## src/rtl/pipeline_pkg.sv

```systemverilog
// Shared types and constants for the RV32 pipeline front end.
package pipeline_pkg;

  localparam int          X_LEN     = 32;
  localparam logic [31:0] NOP_INSTR = 32'h0000_0013;

  typedef enum logic [1:0] {
    IDLE    = 2'd0,
    REQ     = 2'd1,
    WAIT    = 2'd2,
    DISCARD = 2'd3
  } fetch_state_e;

  typedef struct packed {
    logic [X_LEN-1:0] pc;
    logic [31:0]      instr;
  } fetch_entry_t;

endpackage

```

## src/rtl/fetch_fifo.sv

```systemverilog
// Two-entry queue of fetched {pc, instr} pairs between imem and decode.
// Flush takes priority over push and pop in the same cycle.
module fetch_fifo
  import pipeline_pkg::*;
(
  input  logic         clk_i,
  input  logic         rst_ni,
  input  logic         push_i,
  input  fetch_entry_t push_data_i,
  input  logic         pop_i,
  input  logic         flush_i,
  output fetch_entry_t head_o,
  output logic [1:0]   count_o
);

  fetch_entry_t mem_q [2];
  fetch_entry_t mem_d [2];
  logic         rd_ptr_q, rd_ptr_d;
  logic         wr_ptr_q, wr_ptr_d;
  logic [1:0]   count_q, count_d;
  logic         do_push, do_pop;

  assign do_pop  = pop_i && (count_q != 2'd0);
  assign do_push = push_i && ((count_q != 2'd2) || do_pop);

  // Next-state for storage, pointers and occupancy.
  always_comb begin
    mem_d    = mem_q;
    rd_ptr_d = rd_ptr_q;
    wr_ptr_d = wr_ptr_q;
    count_d  = count_q;
    if (flush_i) begin
      rd_ptr_d = 1'b0;
      wr_ptr_d = 1'b0;
      count_d  = 2'd0;
    end else begin
      if (do_push) begin
        mem_d[wr_ptr_q] = push_data_i;
        wr_ptr_d        = ~wr_ptr_q;
      end
      if (do_pop) begin
        rd_ptr_d = ~rd_ptr_q;
      end
      count_d = count_q + {1'b0, do_push} - {1'b0, do_pop};
    end
  end

  // Queue registers.
  always_ff @(posedge clk_i or negedge rst_ni) begin
    if (!rst_ni) begin
      mem_q[0] <= '0;
      mem_q[1] <= '0;
      rd_ptr_q <= 1'b0;
      wr_ptr_q <= 1'b0;
      count_q  <= 2'd0;
    end else begin
      mem_q    <= mem_d;
      rd_ptr_q <= rd_ptr_d;
      wr_ptr_q <= wr_ptr_d;
      count_q  <= count_d;
    end
  end

  assign head_o  = mem_q[rd_ptr_q];
  assign count_o = count_q;

endmodule

```

## src/rtl/if_stage.sv

```systemverilog
// Instruction fetch stage: single-outstanding imem requester feeding a
// 2-entry queue that presents {pc, instr} to decode.
// Optional build macro IF_STAGE_BYPASS_EN: a response arriving while the
// queue is empty is forwarded to decode combinationally in the same cycle.
//
// state   | meaning
// IDLE    | no request outstanding
// REQ     | imem_req_o high, waiting for grant
// WAIT    | granted, waiting for rvalid
// DISCARD | granted before a redirect, response will be dropped
module if_stage
  import pipeline_pkg::*;
#(
  parameter logic [X_LEN-1:0] RESET_PC = 32'h0000_0000
) (
  input  logic             clk_i,
  input  logic             rst_ni,
  output logic             imem_req_o,
  output logic [X_LEN-1:0] imem_addr_o,
  input  logic             imem_gnt_i,
  input  logic             imem_rvalid_i,
  input  logic [31:0]      imem_rdata_i,
  input  logic             redirect_i,
  input  logic [X_LEN-1:0] redirect_pc_i,
  output logic             instr_valid_o,
  output logic [31:0]      instr_o,
  output logic [X_LEN-1:0] pc_o,
  input  logic             instr_ready_i
);

  fetch_state_e     state_q, state_d;
  logic [X_LEN-1:0] pc_q, pc_d;
  logic [X_LEN-1:0] req_pc_q, req_pc_d;

  fetch_entry_t     push_data, head;
  logic [1:0]       count;
  logic             head_valid, push, pop, resp_accept, bypass_hit;

  assign head_valid  = (count != 2'd0);
  assign resp_accept = (state_q == WAIT) && imem_rvalid_i && !redirect_i;
  assign push_data   = '{pc: req_pc_q, instr: imem_rdata_i};

`ifdef IF_STAGE_BYPASS_EN
  assign bypass_hit = resp_accept && !head_valid;
`else
  assign bypass_hit = 1'b0;
`endif

  // A bypassed word that decode takes immediately never enters the queue.
  assign push = resp_accept && !(bypass_hit && instr_ready_i);
  assign pop  = head_valid && instr_ready_i;

  fetch_fifo u_fetch_fifo (
    .clk_i       (clk_i),
    .rst_ni      (rst_ni),
    .push_i      (push),
    .push_data_i (push_data),
    .pop_i       (pop),
    .flush_i     (redirect_i),
    .head_o      (head),
    .count_o     (count)
  );

  // Decode-facing stream: queue head first, else bypassed response, else NOP.
  always_comb begin
    instr_valid_o = 1'b0;
    instr_o       = NOP_INSTR;
    pc_o          = '0;
    if (head_valid) begin
      instr_valid_o = 1'b1;
      instr_o       = head.instr;
      pc_o          = head.pc;
    end else if (bypass_hit) begin
      instr_valid_o = 1'b1;
      instr_o       = imem_rdata_i;
      pc_o          = req_pc_q;
    end
  end

  // Fetch FSM next state and PC update; redirect overrides the PC last.
  always_comb begin
    state_d  = state_q;
    pc_d     = pc_q;
    req_pc_d = req_pc_q;
    case (state_q)
      IDLE: begin
        if ((count < 2'd2) || redirect_i) state_d = REQ;
      end
      REQ: begin
        if (imem_gnt_i) begin
          state_d  = redirect_i ? DISCARD : WAIT;
          req_pc_d = pc_q;
          pc_d     = pc_q + X_LEN'(4);
        end else if (redirect_i) begin
          state_d = IDLE;
        end
      end
      WAIT: begin
        if (imem_rvalid_i)   state_d = IDLE;
        else if (redirect_i) state_d = DISCARD;
      end
      DISCARD: begin
        if (imem_rvalid_i) state_d = IDLE;
      end
      default: state_d = IDLE;
    endcase
    if (redirect_i) pc_d = redirect_pc_i & ~X_LEN'(3);
  end

  // Fetch FSM and PC registers.
  always_ff @(posedge clk_i or negedge rst_ni) begin
    if (!rst_ni) begin
      state_q  <= IDLE;
      pc_q     <= RESET_PC;
      req_pc_q <= RESET_PC;
    end else begin
      state_q  <= state_d;
      pc_q     <= pc_d;
      req_pc_q <= req_pc_d;
    end
  end

  assign imem_req_o  = (state_q == REQ);
  assign imem_addr_o = pc_q;

endmodule
```

## config.mk

```make
export PLATFORM = sky130hd
export DESIGN_NAME = if_stage
export DESIGN_NICKNAME = d
export VERILOG_FILES = /design/src/rtl/pipeline_pkg.sv /design/src/rtl/fetch_fifo.sv /design/src/rtl/if_stage.sv
export SDC_FILE = /design/constraint.sdc
export NUM_CORES = 1
export LEC_CHECK = 0
export ABC_AREA = 1
export CAP_MARGIN = 15
export CORE_UTILIZATION = 35
export CTS_CLUSTER_DIAMETER = 100
export DETAILED_ROUTE_END_ITERATION = 16
export PLACE_DENSITY_LB_ADDON = 0.08
export SLEW_MARGIN = 20
export SYNTH_ARGS = -nofsm -noshare
export SYNTH_HDL_FRONTEND = slang
export SYNTH_HIERARCHICAL = 1
export SYNTH_SLANG_ARGS = --single-unit
```

## constraint.sdc

```tcl
create_clock -name clk_i -period 4 [get_ports clk_i]
set_input_delay 1 -clock clk_i [delete_from_list [all_inputs] [get_ports clk_i]]
set_output_delay 1 -clock clk_i [all_outputs]
set_load 0.01 [all_outputs]
```

==> results.md <==
* Filler Cells Inserted at 3080
* CP Max Fanout at 27
* CTS tree: done
* Post-synth top area cell: dfrtp_1
* Synthesis-to-finish area growth at 24.5%
* Starting DRT DRC Count at 609
* Postcts setup bufs at 0
* First-pass GRT wire length at 48800 um
* Die W at 174 um
* Kind of critical path: reg2out
* Core ar. at 28900 sq um
* Power Density at between 500 and 600 nW/um^2
* HPWL after DPL at 18700 um
* Vias at 9290
* Final ANT Viol Nets at 0
* Worst path required time at around 3 ns
* Total length of routed wires at 29600 um
* CP endpoint kind: primary output
* Design Power at 6.59 mW
* Root buffer cell: clkbuf_16
* CP Cell Sequence: nor2_4 -> buf_4 -> nor2_1 -> clkdlybuf4s50_1
* Initial core utilization at 0.358
* Antenna violations before repair at 0
* Most common cell in the synthesized netlist: nand2_1
* Placer Congestion at 0.887
* ANT cells at 0
* Bufs on Longest Clock Path at 2
* Syn. warnings at 6
* WL/cell at 15.2 um
* RSZ-0062 raised after global routing: false
* Pin count of the biggest net entering global routing at 93
* CP max-delay cell: nor2_4
* Yosys top cell area share at 0.470
* Max Fclk at 291 MHz
* # port buffers at 163
* Worst-Margin Slew at 0.905 ns
* Max VDD drop at around 220 uV
* Skew-Pair Late Insertion Delay at 0.44 ns
* Tcrit/Tclk final at 0.858
* # resized after CTS at 0
* Vias in the first global route at 9043
* Number of synthesized register bits at 194
* DRC viols at 0
* I/O Pins at 168
* Synthesized area at 10300 sq um
* Row count at 62
* Ys async rst share at 1.00
* Syn avg cell area at just over 7 sq um
* Endpoints failing setup at 0
* Seq/Total Area, Yosys at 0.470
* Commonest cells in the netlist: nand2_1, dfrtp_1, nand4_1, inv_1, nor2_1
* Top FF cell, synth: dfrtp_1
* Via density at 4.78
* Crit-path max cell delay at between 0.6 and 0.7 ns
* Min-Delay Path Class: reg2reg
* Total Neg Setup Slack at 0 ns
* Clk slew on worst S/H paths at about 0.070 ns
* Status: completed
* Total CTS buffers at 17
* All-layer global routing usage at 0.203
* Slew Limit Headroom at 0.396
* Number of synthesized flops with an enable pin at 0
* Die height at 174 um
* Final hold violation count at 0
* Final Max Tran Viols at 0
* CTS Sinks at 194
* Worst Skew at 0.0140 ns
* Yosys cell types at 30
* CP Data Arrival Time at approximately 2.4 ns
* Area contributors post-synth: dfrtp_1, nand2_1, nand4_1, inv_1, nor2_1
* Nets@finish at 1619
* Max-Cap Viols at 0
* Hold-fix buffers, CTS at 0
* Total global routing overflow at 0
* Die area at approximately 30000 sq um
* Pleak at 6.43 nW
* Total iterations of the first detailed-routing run at 6
* H-tree depth at 4
* Critical Path Start Type: register
* Post-synthesis instance total at between 1k and 1.5k
* Tmin final at 3.43 ns
* Layout cells sized above 1 at 0.0603
==> per-layer routing <==
layer  global-route usage  wire length (um)  up-vias
met4               0.0497               310        0
met1                0.288             14800     4320
met5                    0                 0        -
met3               0.0268              1090       17
met2                0.325             13400      214
li1                     -                 -     4739
==> state kept, by name, indices dropped and copies added (netlist names) <==
name	flops
imem_addr_o	30
req_pc_q	30
state_q	2
u_fetch_fifo/count_o	2
u_fetch_fifo/mem_q	128
u_fetch_fifo/rd_ptr_q	1
u_fetch_fifo/wr_ptr_q	1
==> worst paths after layout <==
kind / startpoint / endpoint / slack (ns) / cells after the start
min reg2reg: u_fetch_fifo/mem_q[108] / u_fetch_fifo/mem_q[108] / 0.47 / 2
min: u_fetch_fifo/mem_q[108] / u_fetch_fifo/mem_q[108] / 0.47 / 2
max reg2reg: u_fetch_fifo/count_o[1] / u_fetch_fifo/mem_q[111] / 1.57 / 8
min in group asynchronous: rst_ni / u_fetch_fifo/mem_q[90] / 0.58 / 1
max: u_fetch_fifo/count_o[1] / instr_o[19] / 0.57 / 4
max in group asynchronous: rst_ni / u_fetch_fifo/mem_q[23] / 2.49 / 2
==> final cells by class <==
cell class / count / area (sq um) / share of cell area
Sequential cell: 194 / 4860 / 0.378
Multi-Input combinational cell: 1009 / 4500 / 0.350
Timing Repair Buffer: 194 / 1920 / 0.149
Tap cell: 384 / 480 / 0.0374
Clock inverter: 14 / 183 / 0.0142
Inverter: 130 / 488 / 0.0380
Clock buffer: 18 / 429 / 0.0334
==> per-stage QoR <==
| step | worst slack (ns) | instance area [sq um] | cells | hold slack [ns] | util |
|---|---|---|---|---|---|
| 6_report | 0.568 | 12900 | 1943 | 0.472 | 0.445 |
| 5_1_grt | 0.398 | 12900 | 1943 | 0.486 | 0.445 |
| 4_1_cts | 0.490 | 12900 | 1943 | 0.476 | 0.445 |
| 3_5_place_dp | 0.845 | 12200 | 1911 | 0.458 | 0.424 |
| 3_3_place_gp | 0.874 | 12200 | 1911 | 0.453 | 0.424 |
| 2_1_floorplan | 1.22 | 10300 | 1426 | 0.442 | - |
==> critical path: cells and delay by family (launching register included) <==
family | cells | cell delay (ns)
buffers and inverters | 2 | 0.77
and+or+nand+nor | 2 | 0.70
DFF | 1 | 0.52
==> placed cells by master, fill, tap and decap left out, drive strengths merged, types with 2 or more instances in the layout <==
master	n
inv	141
bufinv	2
nand4	129
nor2	112
nand2	625
a21oi	5
nand3	49
xor2	5
clkdlybuf4s50	162
ha	3
buf	31
clkbuf	19
and2	2
o211ai	3
conb	6
o21bai	3
or2	3
o21ai	60
dfrtp	194
==> logic make-up (layout without fill, tap and decap cells) <==
kind of cell    count (synthesis)  in the layout  synth area share
fa+ha+maj                       3              3           0.00364
compound gates                 72             72            0.0367
xor+xnor                        6              6           0.00509
flops                         194            194             0.470
buf+inv                       223            356            0.0992
other cells                     1              6          0.000363
simple gates                  922            922             0.385
==> power breakdown <==
group          switching, mW  internal [mW]  total (mW)
clock                  0.850          0.963        1.81
sequential             0.436           2.53        2.96
combinational           1.08          0.741        1.82
Note: power is estimated with default switching activity, not from simulation.
